`src/rtl/scroll_controller_pkg.sv`:
```
// Shared constants and types for the two-digit message scroller.
package scroll_controller_pkg;

  localparam int IDX_W              = 5;
  localparam int DEF_TICKS_PER_STEP = 25000000;
  localparam int DEF_MSG_LEN        = 16;

  typedef enum logic [1:0] {
    S_MANUAL = 2'd0,
    S_AUTO   = 2'd1,
    S_HOLD   = 2'd2
  } state_t;

  // Counter width for a divide-by-ticks counter; never narrower than one bit.
  function automatic int cnt_width(input int ticks);
    return (ticks > 1) ? $clog2(ticks) : 1;
  endfunction

endpackage

```
`src/rtl/tick_divider.sv`:
```
// Free-running tick counter with enable and clear; pulses o_Tc on its last count.
module tick_divider
  import scroll_controller_pkg::*;
#(
  parameter int TICKS = DEF_TICKS_PER_STEP
) (
  input  logic i_Clk,
  input  logic i_Reset,
  input  logic i_En,
  input  logic i_Clr,
  output logic o_Tc
);

  localparam int            CW     = cnt_width(TICKS);
  localparam logic [CW-1:0] TC_VAL = CW'(TICKS - 1);

  logic [CW-1:0] cnt_q, cnt_d;

  // Clear wins over a terminal count so a cleared cycle never advances.
  assign o_Tc = i_En && !i_Clr && (cnt_q == TC_VAL);

  always_comb begin
    cnt_d = cnt_q;
    if (i_Clr)     cnt_d = '0;
    else if (i_En) cnt_d = o_Tc ? '0 : cnt_q + CW'(1);
  end

  always_ff @(posedge i_Clk) begin
    if (i_Reset) cnt_q <= '0;
    else         cnt_q <= cnt_d;
  end

endmodule

```
`src/rtl/scroll_controller.sv`:
```
// Scroll FSM (manual / auto / hold) and message position register.
module scroll_controller
  import scroll_controller_pkg::*;
#(
  parameter int TICKS_PER_STEP = DEF_TICKS_PER_STEP,
  parameter int MSG_LEN        = DEF_MSG_LEN
) (
  input  logic             i_Clk,
  input  logic             i_Reset,
  input  logic             i_Step,
  input  logic             i_Run,
  input  logic             i_Hold,
  output logic [IDX_W-1:0] o_Left_Index,
  output logic [IDX_W-1:0] o_Right_Index,
  output logic             o_Update,
  output logic             o_Mode
);

  localparam logic [IDX_W-1:0] LAST = IDX_W'(MSG_LEN - 1);

  function automatic logic [IDX_W-1:0] wrap_inc(input logic [IDX_W-1:0] p);
    return (p == LAST) ? '0 : p + IDX_W'(1);
  endfunction

  state_t           state_q, state_d;
  logic             ret_auto_q, ret_auto_d;
  logic [IDX_W-1:0] pos_q, pos_d;
  logic             upd_q, upd_d;
  logic             cnt_en, cnt_clr, step_adv, tc, advance;

  tick_divider #(.TICKS(TICKS_PER_STEP)) u_tick (
    .i_Clk   (i_Clk),
    .i_Reset (i_Reset),
    .i_En    (cnt_en),
    .i_Clr   (cnt_clr),
    .o_Tc    (tc)
  );

  // Priority inside each state: hold, then run, then step.
  always_comb begin
    state_d    = state_q;
    ret_auto_d = ret_auto_q;
    cnt_en     = 1'b0;
    cnt_clr    = 1'b0;
    step_adv   = 1'b0;
    case (state_q)
      S_MANUAL: begin
        if (i_Hold) begin
          state_d    = S_HOLD;
          ret_auto_d = 1'b0;
        end else if (i_Run) begin
          state_d = S_AUTO;
          cnt_clr = 1'b1;
        end else if (i_Step) begin
          step_adv = 1'b1;
        end
      end
      S_AUTO: begin
        if (i_Hold) begin
          state_d    = S_HOLD;
          ret_auto_d = 1'b1;
        end else if (i_Run) begin
          state_d = S_MANUAL;
          cnt_clr = 1'b1;
        end else if (i_Step) begin
          step_adv = 1'b1;
          cnt_clr  = 1'b1;
        end else begin
          cnt_en = 1'b1;
        end
      end
      S_HOLD: begin
        // Step/run are dropped here; counting resumes in the release cycle.
        if (!i_Hold) begin
          state_d = ret_auto_q ? S_AUTO : S_MANUAL;
          cnt_en  = ret_auto_q;
        end
      end
      default: state_d = S_MANUAL;
    endcase
  end

  // tc is gated off whenever step clears the counter, so at most one advance.
  assign advance = step_adv | tc;

  always_comb begin
    pos_d = advance ? wrap_inc(pos_q) : pos_q;
    upd_d = advance;
  end

  always_ff @(posedge i_Clk) begin
    if (i_Reset) begin
      state_q    <= S_MANUAL;
      ret_auto_q <= 1'b0;
      pos_q      <= '0;
      upd_q      <= 1'b0;
    end else begin
      state_q    <= state_d;
      ret_auto_q <= ret_auto_d;
      pos_q      <= pos_d;
      upd_q      <= upd_d;
    end
  end

  assign o_Left_Index  = pos_q;
  assign o_Right_Index = wrap_inc(pos_q);
  assign o_Update      = upd_q;
  assign o_Mode        = (state_q == S_AUTO) || ((state_q == S_HOLD) && ret_auto_q);

endmodule

```
`config.mk`:
```
export PLATFORM = sky130hd
export DESIGN_NAME = scroll_controller
export DESIGN_NICKNAME = d
export VERILOG_FILES = /design/src/rtl/scroll_controller_pkg.sv /design/src/rtl/tick_divider.sv /design/src/rtl/scroll_controller.sv
export SDC_FILE = /design/constraint.sdc
export NUM_CORES = 1
export LEC_CHECK = 0
export CAP_MARGIN = 20
export CORE_MARGIN = 3
export CORE_UTILIZATION = 59
export CTS_BUF_LIST = sky130_fd_sc_hd__clkbuf_4 sky130_fd_sc_hd__clkbuf_8
export CTS_CLUSTER_SIZE = 30
export DETAILED_ROUTE_END_ITERATION = 10
export PLACE_DENSITY = 0.89
export SLEW_MARGIN = 20
export SYNTH_ARGS = -nofsm -noshare
export SYNTH_HDL_FRONTEND = slang
export SYNTH_HIERARCHICAL = 1
export SYNTH_SLANG_ARGS = --single-unit
```
`constraint.sdc`:
```
create_clock -name i_Clk -period 4.1 [get_ports i_Clk]
set_input_delay 0.82 -clock i_Clk [delete_from_list [all_inputs] [get_ports i_Clk]]
set_output_delay 0.82 -clock i_Clk [all_outputs]
set_load 0.03 [all_outputs]
```
-- After elaboration in Yosys (flattened, before gate mapping)
Cells that the tools add are included.
- latch bits: 0
- flip-flop bits (word level): 34
- input port bits: 5
- word-level logic and storage cells: 52
- output and inout bits: 12
- ROM bits: 0
- RAM bits: 0
- memories kept: 0
- shift-type cells: 0
- reduce and logical (&&, ||, !) cells: 11
- $add $sub $neg: 2
- bitwise operators: 1
- equal/unequal tests: 8
- multiply operators: 0
- mux-type cells: 25
- $lt $le $gt $ge: 0
- div/mod/pow operators: 0
- operator list (operator ; count):
    adder 25 x 1 -> 25 bit, second input constant ; 1
    equality test 25 bit, second input constant ; 1
    2-to-1 mux 25 bit ; 1
    2-to-1 mux 1 bit ; 14
    2-to-1 mux 2 bit ; 5
    inequality test 3 bit, second input constant ; 2
    one-hot mux 1 bit (2 select lines) ; 3
    one-hot mux 2 bit (3 select lines) ; 1
    adder 5 x 1 -> 5 bit, second input constant ; 1
    equality test 5 x 4 -> 1 bit, second input constant ; 1
    2-to-1 mux 5 bit ; 1
    inequality test 2 bit, second input constant ; 2
    OR reduction 2 bit ; 2
    logical AND 1 bit ; 3
    AND reduction 3 bit ; 1
    equality test 2 x 1 -> 1 bit, second input constant ; 1
    equality test 2 bit, second input constant ; 1
    logical NOT 2 bit ; 1
    AND reduction 2 bit ; 1
    nonzero test 2 bit ; 1
    logical NOT 1 bit ; 1
    logical OR 1 bit ; 1
    bitwise OR 1 bit ; 1

-- Logic depth before layout (Yosys ltp)
Gate-level depths: netlist (run 1).
- depth in word-level cells: 8
- depth in mapped cells: 10
- depth with buffers taken out: 10

-- Cells and area by module
The synthesis (run 1) kept the hierarchy.
- by module, submodules not included (module ; sequential area each (sq um) ; instances ; area each (sq um) ; cells each):
    tick_divider ; 500.5 ; 1 ; 1183.6 ; 136
    scroll_controller ; 180.2 ; 1 ; 658.1 ; 71

-- Worst setup path after synthesis (run 1)
Ideal clock, no wire load.
- path kind: input-to-reg
- from: input i_Hold
- to: register pos_q[2], in the netlist o_Left_Index[2]
- arrival time: 2.940 ns
- buffers on the path: 1
- setup slack: 1.037 ns
- stages on the path: 7
- cell sequence: buf_4 -> nor3b_1 -> and3_2 -> nand4_1 -> nor3_1 -> a32oi_1 -> mux2_1
- RTL lines (what ; RTL line ; text):
    start: declaration ; scroll_controller.sv:12 ; input logic i_Hold,
    2-to-1 mux 1 bit (on tied branches) ; n/a ;
    one-hot mux 1 bit (2 select lines) (*) ; scroll_controller.sv:46 ; case (state_q)
    net cnt_en ; scroll_controller.sv:29 ; logic cnt_en, cnt_clr, step_adv, tc, advance;
    logical AND 1 bit (*) (2 in a row) ; tick_divider.sv:20 ; assign o_Tc = i_En && !i_Clr && (cnt_q == TC_VAL);
    net tc ; scroll_controller.sv:29 ;
    bitwise OR 1 bit (*) ; scroll_controller.sv:84 ; assign advance = step_adv | tc;
    end signal: assignment ; scroll_controller.sv:100 ; pos_q <= pos_d;
    end: declaration ; scroll_controller.sv:27 ; logic [IDX_W-1:0] pos_q, pos_d;
Mark *: on every way through the listed nets, which the timed path passes. The rest lies on a longest branch.
A chain may end at the register's enable or synchronous reset.

-- Final worst setup path (run 1)
- from: register pos_q[0], in the netlist o_Left_Index[0]
- to: output o_Right_Index[1]
- cells in the longest elaborated chain, start to end: 2
- ends and longest elaborated chain (what ; RTL line ; text):
    adder 5 x 1 -> 5 bit or equality test 5 x 4 -> 1 bit (tied branches) ; scroll_controller.sv:22 ; return (p == LAST) ? '0 : p + IDX_W'(1);
    2-to-1 mux 5 bit (*) ; scroll_controller.sv:22 ;
    end: declaration ; scroll_controller.sv:14 ; output logic [IDX_W-1:0] o_Right_Index,
Every way passes the cells marked *; elsewhere a longest branch is shown, timed or not.

==> impl_results.md, run 1 <==
* Met3 usage in global routing at 0.09298
* Final Hold Viols at 0
* CP startpoint: o_Left_Index[0]
* Skew-Pair Late Insertion Delay at ~0.35 ns
* Crit share post-route at 0.7276
* CP delay by family, top: buffers and inverters
* Reg-to-reg setup timing slack at about 1.4 ns
* Min Tclk post-route at just under 3 ns
* Setup TNS at 0 ns
* DR vias at around 1600
* Slew @ Worst Pin at a little under 0.6 ns
* Largest net degree at the start of global routing at 25
* CTS Buf Count at 5
* Cts hold-fix bufs at 0
* Final-layout fill cell count at around 220
* CP bufs+invs at 1
* Unrepaired setup endpoints after global routing: false
* Worst reg-to-reg path cell count at 11
* Wire length of the first global-routing pass at roughly 6400 um
* Footprint of the multi-input gates at 1091 um^2
* Register area share after synthesis at 0.3696
* DRC at 0
* # rows at 19
* Clock Pin Slew Worst Setup and Hold Paths at 0.09 ns
* Register Area at around 680 um^2
* Final Hold Slack at 0.4967 ns
* Share of cells above drive strength 1 at 0.1022
* Mapped Nets at 220
* CP cell instances: ha_1 > and4b_4 > and2b_1 > clkdlybuf4s50_1
* Setup Fix Bufs, Post-CTS at 0
* Placeable Area at roughly 2900 um^2
* Antenna cells at 0
* Die W at slightly above 60 um
* Async SR Flop Fraction at 0
* Reg2Reg Launch Point: state_q[0]
* Initial DRC Count at 98
* Critical Path Stages at 4
* Area growth syn-to-layout at 11.89%
* Max clock buf depth at 2
* CP max stage delay at slightly below 0.6 ns
* Clock skew at roughly 0.0059 ns
* Detailed Place HPWL at roughly 2600 um
* Top Usage Layer GRT: met2
* Clk root buf: clkbuf_4
* Slowest cell on crit path: clkdlybuf4s50_1
* Yosys reg bits at 34
* Initial Util at 0.6456
* Worst path required time at roughly 3.3 ns
* Synthesized area at 1842 um^2
* Slew headroom at 0.6061
* LEAKAGE at roughly 0.72 nW
* Hold WC Path Type: flop to flop
* # H-tree levels at 2
* Die Y at 61.87 um
* Critical Path Sink Type: output port
* Wire per inst at roughly 14 um
* Top-Level Pins at 17
* Worst R2R End: o_Left_Index[2]
* EDFF count, synth at 0
* Pwr Density at just under 300 nW/um^2
* Maximum fanout along the worst path at 7
* NumNets Final at roughly 240
* Max-slew violation count at 0
* Synthesized instance count at between 200 and 250
* Met2 Use GR at 0.3363
* Antenna Nets Post-Route at 0
* Status: finished clean
* Setup CP Type: flop to output port
* Fmax at 335.2 MHz
* Max Cap Viol at 0
* Endpoints failing setup at 0
* Area after DPL at around 2000 um^2
* 1st-pass router iterations at 4
* Count of cell types in the netlist at 50
* CTS tree: built
* Post-synth top flop: dfxtp_1
* Grt ovf at 0
* CTS Sinks at 34
* Startpoint types: flop
* YS warnings at 6
* Gr usage total at 0.2235
* Worst Path Arrival at roughly 2.2 ns
* Final GP Congestion at roughly 0.83
* Die ar. at 3828 um^2
* Worst Setup EP: o_Right_Index[1]
* Number of global-route vias before repair at 1480
* Initial antenna violation count at 0
* Resize count post-CTS at 0
* Avg Inst Size Synth at between 8 and 9 um^2
* Post-layout instance area at slightly above 2000 um^2
* Routed WL at approximately 3600 um
* Vias per inst at 6.094
* Met1 Use GR at 0.2899
* IO Port Bufs at 16
* Maximum VDD drop at about 0.22 mV
worst min-delay path, cell delays in order, from the launching register on:
cell,delay (ns)
dfxtp_1,0.33
o31ai_1,0.07
a21oi_1,0.06
cells in the mapped netlist, drive strengths merged, types with 2 or more instances:
master   n  area share
dfxtp   34        0.37
nor2    20       0.041
a21oi   16       0.050
nand2   12       0.024
o21ai    9       0.024
or3      9       0.031
ha       8       0.054
nand3    8       0.024
nand4    7       0.027
nor3     7       0.019
xnor2    7       0.033
inv      6       0.012
or4      6       0.029
buf      5       0.022
mux2i    5       0.027
nand2b   5       0.017
o31ai    5       0.023
xor2     5       0.024
nor2b    4       0.015
and3     3       0.011
mux2     3       0.018
nor4     3       0.010
a211oi   2      0.0081
and4     2      0.0095
and4b    2       0.013
clkbuf   2      0.0041
report_power, final:
part	internal [W]	switching [W]
combinational	0.0000385	0.0000513
sequential	0.000335	0.00000610
clock	0.0000777	0.000104
total	0.000451	0.000161
metrics by stage:
step	utilization	worst slack, ns	instances	power (W)
2_1_floorplan	-	1.037	207	0.0004106
3_3_place_gp	0.7039	0.8282	249	0.0004368
3_5_place_dp	0.7039	0.7434	249	0.0004387
4_1_cts	0.7224	1.113	256	0.0006182
5_1_grt	0.7224	0.8687	256	0.0006425
6_report	0.7224	1.117	256	0.0006128
how the worst min path moves through the flow:
stage / from / endpoint / depth (start not counted) / slack, ns
floorplan: u_tick/cnt_q[24] / u_tick/cnt_q[24] / 2 / 0.45
finish: u_tick/cnt_q[24] / u_tick/cnt_q[24] / 2 / 0.50
global route: u_tick/cnt_q[14] / u_tick/cnt_q[14] / 2 / 0.54
global placement: u_tick/cnt_q[24] / u_tick/cnt_q[24] / 2 / 0.47
detailed placement: u_tick/cnt_q[22] / u_tick/cnt_q[22] / 2 / 0.48
CTS: u_tick/cnt_q[22] / u_tick/cnt_q[22] / 2 / 0.49
layout make-up:
class / instances / share of cell area
inverters: 6 / 0.01093
flip-flops and latches: 34 / 0.3303
repair buffers: 18 / 0.08500
well taps: 31 / 0.01882
clock buffers: 7 / 0.02550
multi-input cells: 160 / 0.5294
routing by layer:
metal | share of wire | wire (um) | vias to the layer above
li1 | - | - | 789
met1 | 0.46 | 1656 | 718
met2 | 0.47 | 1709 | 50
met3 | 0.056 | 202 | 3
met4 | 0.0086 | 31 | 0
met5 | 0 | 0 | -
cells by family (layout without fill, tap and decap cells):
kind of cell / after synthesis / count (layout) / synth area share
muxes: 8 / 8 / 0.04552
adders and majority gates: 8 / 8 / 0.05435
DFF: 34 / 34 / 0.3696
AOI/OAI and AO/OA: 40 / 40 / 0.1461
buffers and inverters: 13 / 31 / 0.03804
xor gates and xnor gates: 12 / 12 / 0.05706
and+or+nand+nor: 92 / 92 / 0.2894
sequential cells by signal (all words and copies together) (netlist names):
signal and count:
u_tick/cnt_q 25, o_Left_Index 5, state_q 2, o_Update 1, ret_auto_q 1
cell usage in the layout, fill, tap and decap left out, drive strengths merged, types with 2 or more instances in the layout:
| master | Yosys | layout |
|---|---|---|
| dfxtp | 34 | 34 |
| nor2 | 20 | 20 |
| clkdlybuf4s50 | 0 | 16 |
| a21oi | 16 | 16 |
| nand2 | 12 | 12 |
| o21ai | 9 | 9 |
| or3 | 9 | 9 |
| ha | 8 | 8 |
| nand3 | 8 | 8 |
| nor3 | 7 | 7 |
| clkbuf | 2 | 7 |
| xnor2 | 7 | 7 |
| nand4 | 7 | 7 |
| inv | 6 | 6 |
| or4 | 6 | 6 |
| xor2 | 5 | 5 |
| nand2b | 5 | 5 |
| mux2i | 5 | 5 |
| o31ai | 5 | 5 |
| nor2b | 4 | 4 |
| nor4 | 3 | 3 |
| mux2 | 3 | 3 |
| and3 | 3 | 3 |
| a211oi | 2 | 2 |
| and4 | 2 | 2 |
| buf | 5 | 2 |
| and4b | 2 | 2 |
Power figures use the tool's default switching activity.
==> inputs of run 2 (changes only) <==
- CORE_UTILIZATION: 59 -> 53
- PLACE_DENSITY: 0.89 -> 0.84
- clock period: 4.1 -> 2.5 ns (I/O delays scaled with it)
==> run 2 against run 1 <==
  * Combinational power up 100%
  * Die area grew 10%
  * Wire length grew 20%
  * Largest cell class unchanged
  * Final area up 14%
  * Critical path type is now flop to flop
  * Global-route usage decreased by 0.57 points
  * Flip-flop and latch count unchanged
  * Register-to-register slack lost 1.3 ns
==> impl_results.md, run 2 (synthesis gave the netlist of run 1 again) <==
* Most frequent cells in the layout: dfxtp_1 (32), buf_4 (23), nor2_1 (20)
* Setup TNS at 0 ns (unchanged)
* 1st-pass router iterations at 4 (unchanged)
* Final-layout fill cell count at 241 (+7.6%)
* NumNets Final at 262 (+10%)
* Die W at 64.95 um (+5.0%)
* Share of cells above drive strength 1 at 0.2691 (+0.1669)
* Maximum fanout along the worst path at 5 (-2)
* Initial DRC Count at 148 (+51%)
* Util after Layout at 0.7413 (+0.01897)
* Clock skew at 0.01556 ns (+0.009675 ns)
* Die Y at 64.95 um (+5.0%)
* Reg-to-reg setup timing slack at 0.03 ns (-1.35 ns)
* Slew headroom at 0.7691 (+0.1630)
* Setup CP Type: flop to flop
* Final GP Congestion at 0.8299 (about the same)
* Final Hold Viols at 0 (unchanged)
* Most flop-heavy register: u_tick/cnt_q
* Min Tclk post-route at around 2.5 ns
* Min-Delay Path Depth at 2 (unchanged)
* Status: finished clean
* Pwr Density at 444.3 nW/um^2 (+49%)
* Cts hold-fix bufs at 0 (unchanged)
* Die ar. at 4219 um^2 (+10%)
* Clock Pin Slew Worst Setup and Hold Paths at 0.10 ns (about the same)
* Startpoint types: flop
* Placeable Area at 3178 um^2 (+11%)
* Largest net degree at the start of global routing at 13 (-48%)
* Antenna cells at 0 (unchanged)
* Detailed Place HPWL at 2943 um (+14%)
* Crit share post-route at 0.9865
* Initial antenna violation count at 0 (unchanged)
* Grt ovf at 0 (unchanged)
* CTS Buf Count at 5 (unchanged)
* Critical Path Sink Type: flop
* # H-tree levels at 2 (unchanged)
* Wire length of the first global-routing pass at 7176 um (+13%)
* DRC at 0 (unchanged)
* Hold WC Path Type: flop to flop
* Max-slew violation count at 0 (unchanged)
* Worst path required time at 2.78 ns (-0.50 ns)
* Gr usage total at 0.2178 (-0.005688)
* Max clock buf depth at 2 (unchanged)
* CTS Sinks at 34 (unchanged)
* Post-layout instance area at 2356 um^2 (+14%)
* Footprint of the multi-input gates at 1185 um^2 (+8.6%)
* DR vias at 1729 (+11%)
* # rows at 20 (+1)
* Most common cell after layout, fill and taps aside: dfxtp_1
* CTS tree: built
* Max Cap Viol at 0 (unchanged)
* Worst reg-to-reg path cell count at 11 (unchanged)
* Max FFs per register at 25 (unchanged)
* LEAKAGE at 0.8877 nW (+23%)
* Routed WL at 4302 um (+20%)
* Skew-Pair Late Insertion Delay at 0.34 ns (about the same)
* Top-Level Pins at 17 (unchanged)
* Area after DPL at 2162 um^2 (+7.7%)
* Area growth syn-to-layout at 27.92%
* Clk root buf: clkbuf_4
* Power Total at 0.001047 W (+71%)
* Vias per inst at 5.901 (-3.2%)
* Maximum VDD drop at 0.4177 mV (+90%)
* Unrepaired setup endpoints after global routing: true
* Initial Util at 0.5795 (-0.06609)
* Slew @ Worst Pin at 0.3367 ns (-0.2496 ns)
* Number of global-route vias before repair at 1592 (+7.6%)
* Worst Path Arrival at 2.75 ns (+0.59 ns)
* Final Hold Slack at 0.4915 ns (-0.005268 ns)
* Register Area at 685.7 um^2 (+0.74%)
* Endpoints failing setup at 0 (unchanged)
* Wire per inst at 14.68 um (+4.4%)
* Antenna Nets Post-Route at 0 (unchanged)
* Fmax at between 400 and 500 MHz
* IO Port Bufs at 16 (unchanged)
## run 2: worst max-delay path: stages, from the launching register on
cell and delay, ns:
dfxtp_4 0.38, inv_4 0.08, ha_4 0.15, nand2_4 0.06, a21boi_2 0.16, nor3b_2 0.15, buf_4 0.16, buf_6 0.10
nand3_4 0.08, or4_4 0.47, or4_4 0.50, a21oi_2 0.13
## run 2: worst paths after layout
kind / end / from
hold / removal: u_tick/cnt_q[24] / u_tick/cnt_q[24]
setup reg to reg: u_tick/cnt_q[22] / state_q[0]
setup / recovery: u_tick/cnt_q[22] / state_q[0]
hold reg to reg: u_tick/cnt_q[24] / u_tick/cnt_q[24]
## run 2: cell type report
| class | instances | share of cell area |
|---|---|---|
| clock buffers | 7 | 0.02230 |
| inverters | 6 | 0.01062 |
| well taps | 44 | 0.02337 |
| flip-flops and latches | 34 | 0.2910 |
| multi-input cells | 161 | 0.5029 |
| repair buffers | 41 | 0.1498 |
## run 2: report_power, final
| group | switching, W | internal, W |
|---|---|---|
| logic | 0.0000971 | 0.0000828 |
| clock network | 0.000175 | 0.000128 |
| registers | 0.0000131 | 0.000551 |
| total | 0.000285 | 0.000761 |
## run 2: timing repair
action	4_1_cts	5_1_grt
pin swaps	5	2
gates resized for setup	9	22
setup buffers	3	3
gates cloned	0	1
endpoints found under the setup margin	9	17
## run 2: layer usage
metal  global-route usage  share of wire  vias to the layer above
met2               0.3410           0.47                       45
met4               0.1055          0.017                        0
met3              0.05199          0.054                        9
met5                    0              0                        -
met1               0.2791           0.46                      828
li1                     -              -                      847
## run 2: through the flow
step	setup slack, ns	std cells
finish	0.03380	293
global route	-0.03944	293
CTS	0.008196	289
detailed placement	-0.2836	279
global placement	-0.2470	279
floorplan	0.01370	207
==> inputs of run 3 (changes only) <==
- CORE_UTILIZATION: 53 -> 60
- GPL_ROUTABILITY_DRIVEN: not set -> 0
- PLACE_DENSITY: 0.84 -> 0.9
- clock period: 2.5 -> 2.9 ns (I/O delays scaled with it)
==> run 3 against run 2 <==
  * Critical path depth shrank 7
  * Largest cell class unchanged
  * Global-route usage up 0.48 points
  * First-iteration DRC count is 70% lower
  * Total power decreased by 14%
  * Largest power group unchanged
  * Flip-flop and latch count is the same
  * Register-to-register slack gained 0.27 ns
==> impl_results.md, run 3 (synthesis gave the netlist of run 1 again) <==
* Share of cells above drive strength 1 at 0.1404 (-0.1287)
* Routed WL at 3692 um (-14%)
* Slew headroom at 0.6212 (-0.1479)
* Final Hold Viols at 0 (unchanged)
* Area growth syn-to-layout at 16.17%
* Setup CP Type: flop to output port
* Most frequent cells in the layout: dfxtp_1 (34), nor2_1 (20), clkdlybuf4s50_1 (16)
* Final-layout fill cell count at 211 (-12%)
* Largest net degree at the start of global routing at 25 (+12)
* Die Y at 61.41 um (-5.5%)
* Vias per inst at 5.966 (+1.1%)
* Resize count post-CTS at 0 (-9)
* DR vias at 1587 (-8.2%)
* Clock Pin Slew Worst Setup and Hold Paths at 0.10 ns (about the same)
* Startpoint types: flop
* Antenna cells at 0 (unchanged)
* Top-Level Pins at 17 (unchanged)
* Max Cap Viol at 0 (unchanged)
* Wire per inst at 13.88 um (-5.5%)
* Maximum fanout along the worst path at 7 (+2)
* Util after Layout at 0.7563 (+0.01496)
* Pre-CTS setup slack at -0.03345 ns (+0.2501 ns)
* Gr usage total at 0.2226 (+0.004834)
* Fmax at 365.8 MHz
* Max clock buf depth at 2 (unchanged)
* Worst Path Arrival at 2.15 ns (-0.60 ns)
* Die W at 61.41 um (-5.5%)
* Slew @ Worst Pin at 0.5664 ns (+0.2296 ns)
* Clk root buf: clkbuf_4
* Status: finished clean
* DRC at 0 (unchanged)
* CTS Buf Count at 5 (unchanged)
* Worst setup margin at 0.1665 ns (+0.1327 ns)
* Initial DRC Count at 45 (-70%)
* Critical Path Sink Type: output port
* Maximum VDD drop at 0.2502 mV (-40%)
* Worst path required time at 2.32 ns (-0.46 ns)
* Most common cell after layout, fill and taps aside: dfxtp_1
* Unrepaired setup endpoints after global routing: false
* Crit share post-route at 0.9426
* Number of global-route vias before repair at 1390 (-13%)
* Detailed Place HPWL at 2656 um (-9.8%)
* Initial Util at 0.6510 (+0.07151)
* Hold WC Path Type: flop to flop
* Endpoints failing setup at 0 (unchanged)
* CTS Sinks at 34 (unchanged)
* Most flop-heavy register: u_tick/cnt_q
* Grt ovf at 0 (unchanged)
* Pwr Density at 419.6 nW/um^2 (-5.6%)
* Max FFs per register at 25 (unchanged)
* # H-tree levels at 2 (unchanged)
* Final Hold Slack at 0.5060 ns (+0.01456 ns)
* NumNets Final at 247 (-5.7%)
* Initial antenna violation count at 0 (unchanged)
* LEAKAGE at 0.7711 nW (-13%)
* IO Port Bufs at 16 (unchanged)
* Cts hold-fix bufs at 0 (unchanged)
* 1st-pass router iterations at 4 (unchanged)
* Placeable Area at 2829 um^2 (-11%)
* Setup Fix Bufs, Post-CTS at 0 (-3)
* Die ar. at 3771 um^2 (-11%)
* CTS tree: built
* Antenna Nets Post-Route at 0 (unchanged)
* Wire length of the first global-routing pass at 6223 um (-13%)
* Max-slew violation count at 0 (unchanged)
* Clock skew at 0.009515 ns (-0.006041 ns)
* Skew-Pair Late Insertion Delay at 0.33 ns (about the same)
* Min Tclk post-route at around 2.7 ns
* # rows at 19 (-5.0%)
-- run 3: worst max-delay path, stage by stage (launching register included) --
cell             delay (ns)
dfxtp_1                0.44
ha_1                   0.33
and4b_4                0.30
and2b_1                0.18
clkdlybuf4s50_1        0.58
-- run 3: stage by stage --
step,total power [W],TNS [ns],instances,cell area (um^2)
CTS,0.0009099,0,266,2140
global placement,0.0006202,0,258,2076
floorplan,0.0005805,0,207,1842
finish,0.0008977,0,266,2140
detailed placement,0.0006233,-0.07106,258,2076
global route,0.0009371,0,266,2140
-- run 3: final cells by class --
| class | instances | area [um^2] | area share |
|---|---|---|---|
| clock buffer | 7 | 58.81 | 0.02749 |
| clock inverter | 1 | 5.005 | 0.002339 |
| inverter | 6 | 22.52 | 0.01053 |
| multi-input combinational | 160 | 1091 | 0.5099 |
| sequential | 34 | 680.7 | 0.3181 |
| tap | 31 | 38.79 | 0.01813 |
| timing repair buffer | 27 | 242.7 | 0.1135 |
-- run 3: per-layer routing --
metal / GRT usage / up-vias / share of wire
met5: 0 / - / 0
met4: 0.07273 / 0 / 0.013
met3: 0.05031 / 5 / 0.037
met2: 0.3565 / 30 / 0.48
met1: 0.2978 / 739 / 0.47
li1: - / 813 / -
-- run 3: worst paths after layout --
check / startpoint / to / slack [ns] / cells after the start
setup / recovery: o_Left_Index[0] / o_Right_Index[1] / 0.17 / 4
hold / removal: u_tick/cnt_q[20] / u_tick/cnt_q[20] / 0.51 / 2
setup reg to reg: state_q[0] / u_tick/cnt_q[24] / 0.30 / 10
hold reg to reg: u_tick/cnt_q[20] / u_tick/cnt_q[20] / 0.51 / 2
-- run 3: power breakdown --
part / switching [W] / leakage [nW] / internal, W
logic: 0.0000738 / 0.458 / 0.0000574
clock network: 0.000157 / 0.0387 / 0.000127
registers: 0.00000849 / 0.274 / 0.000474
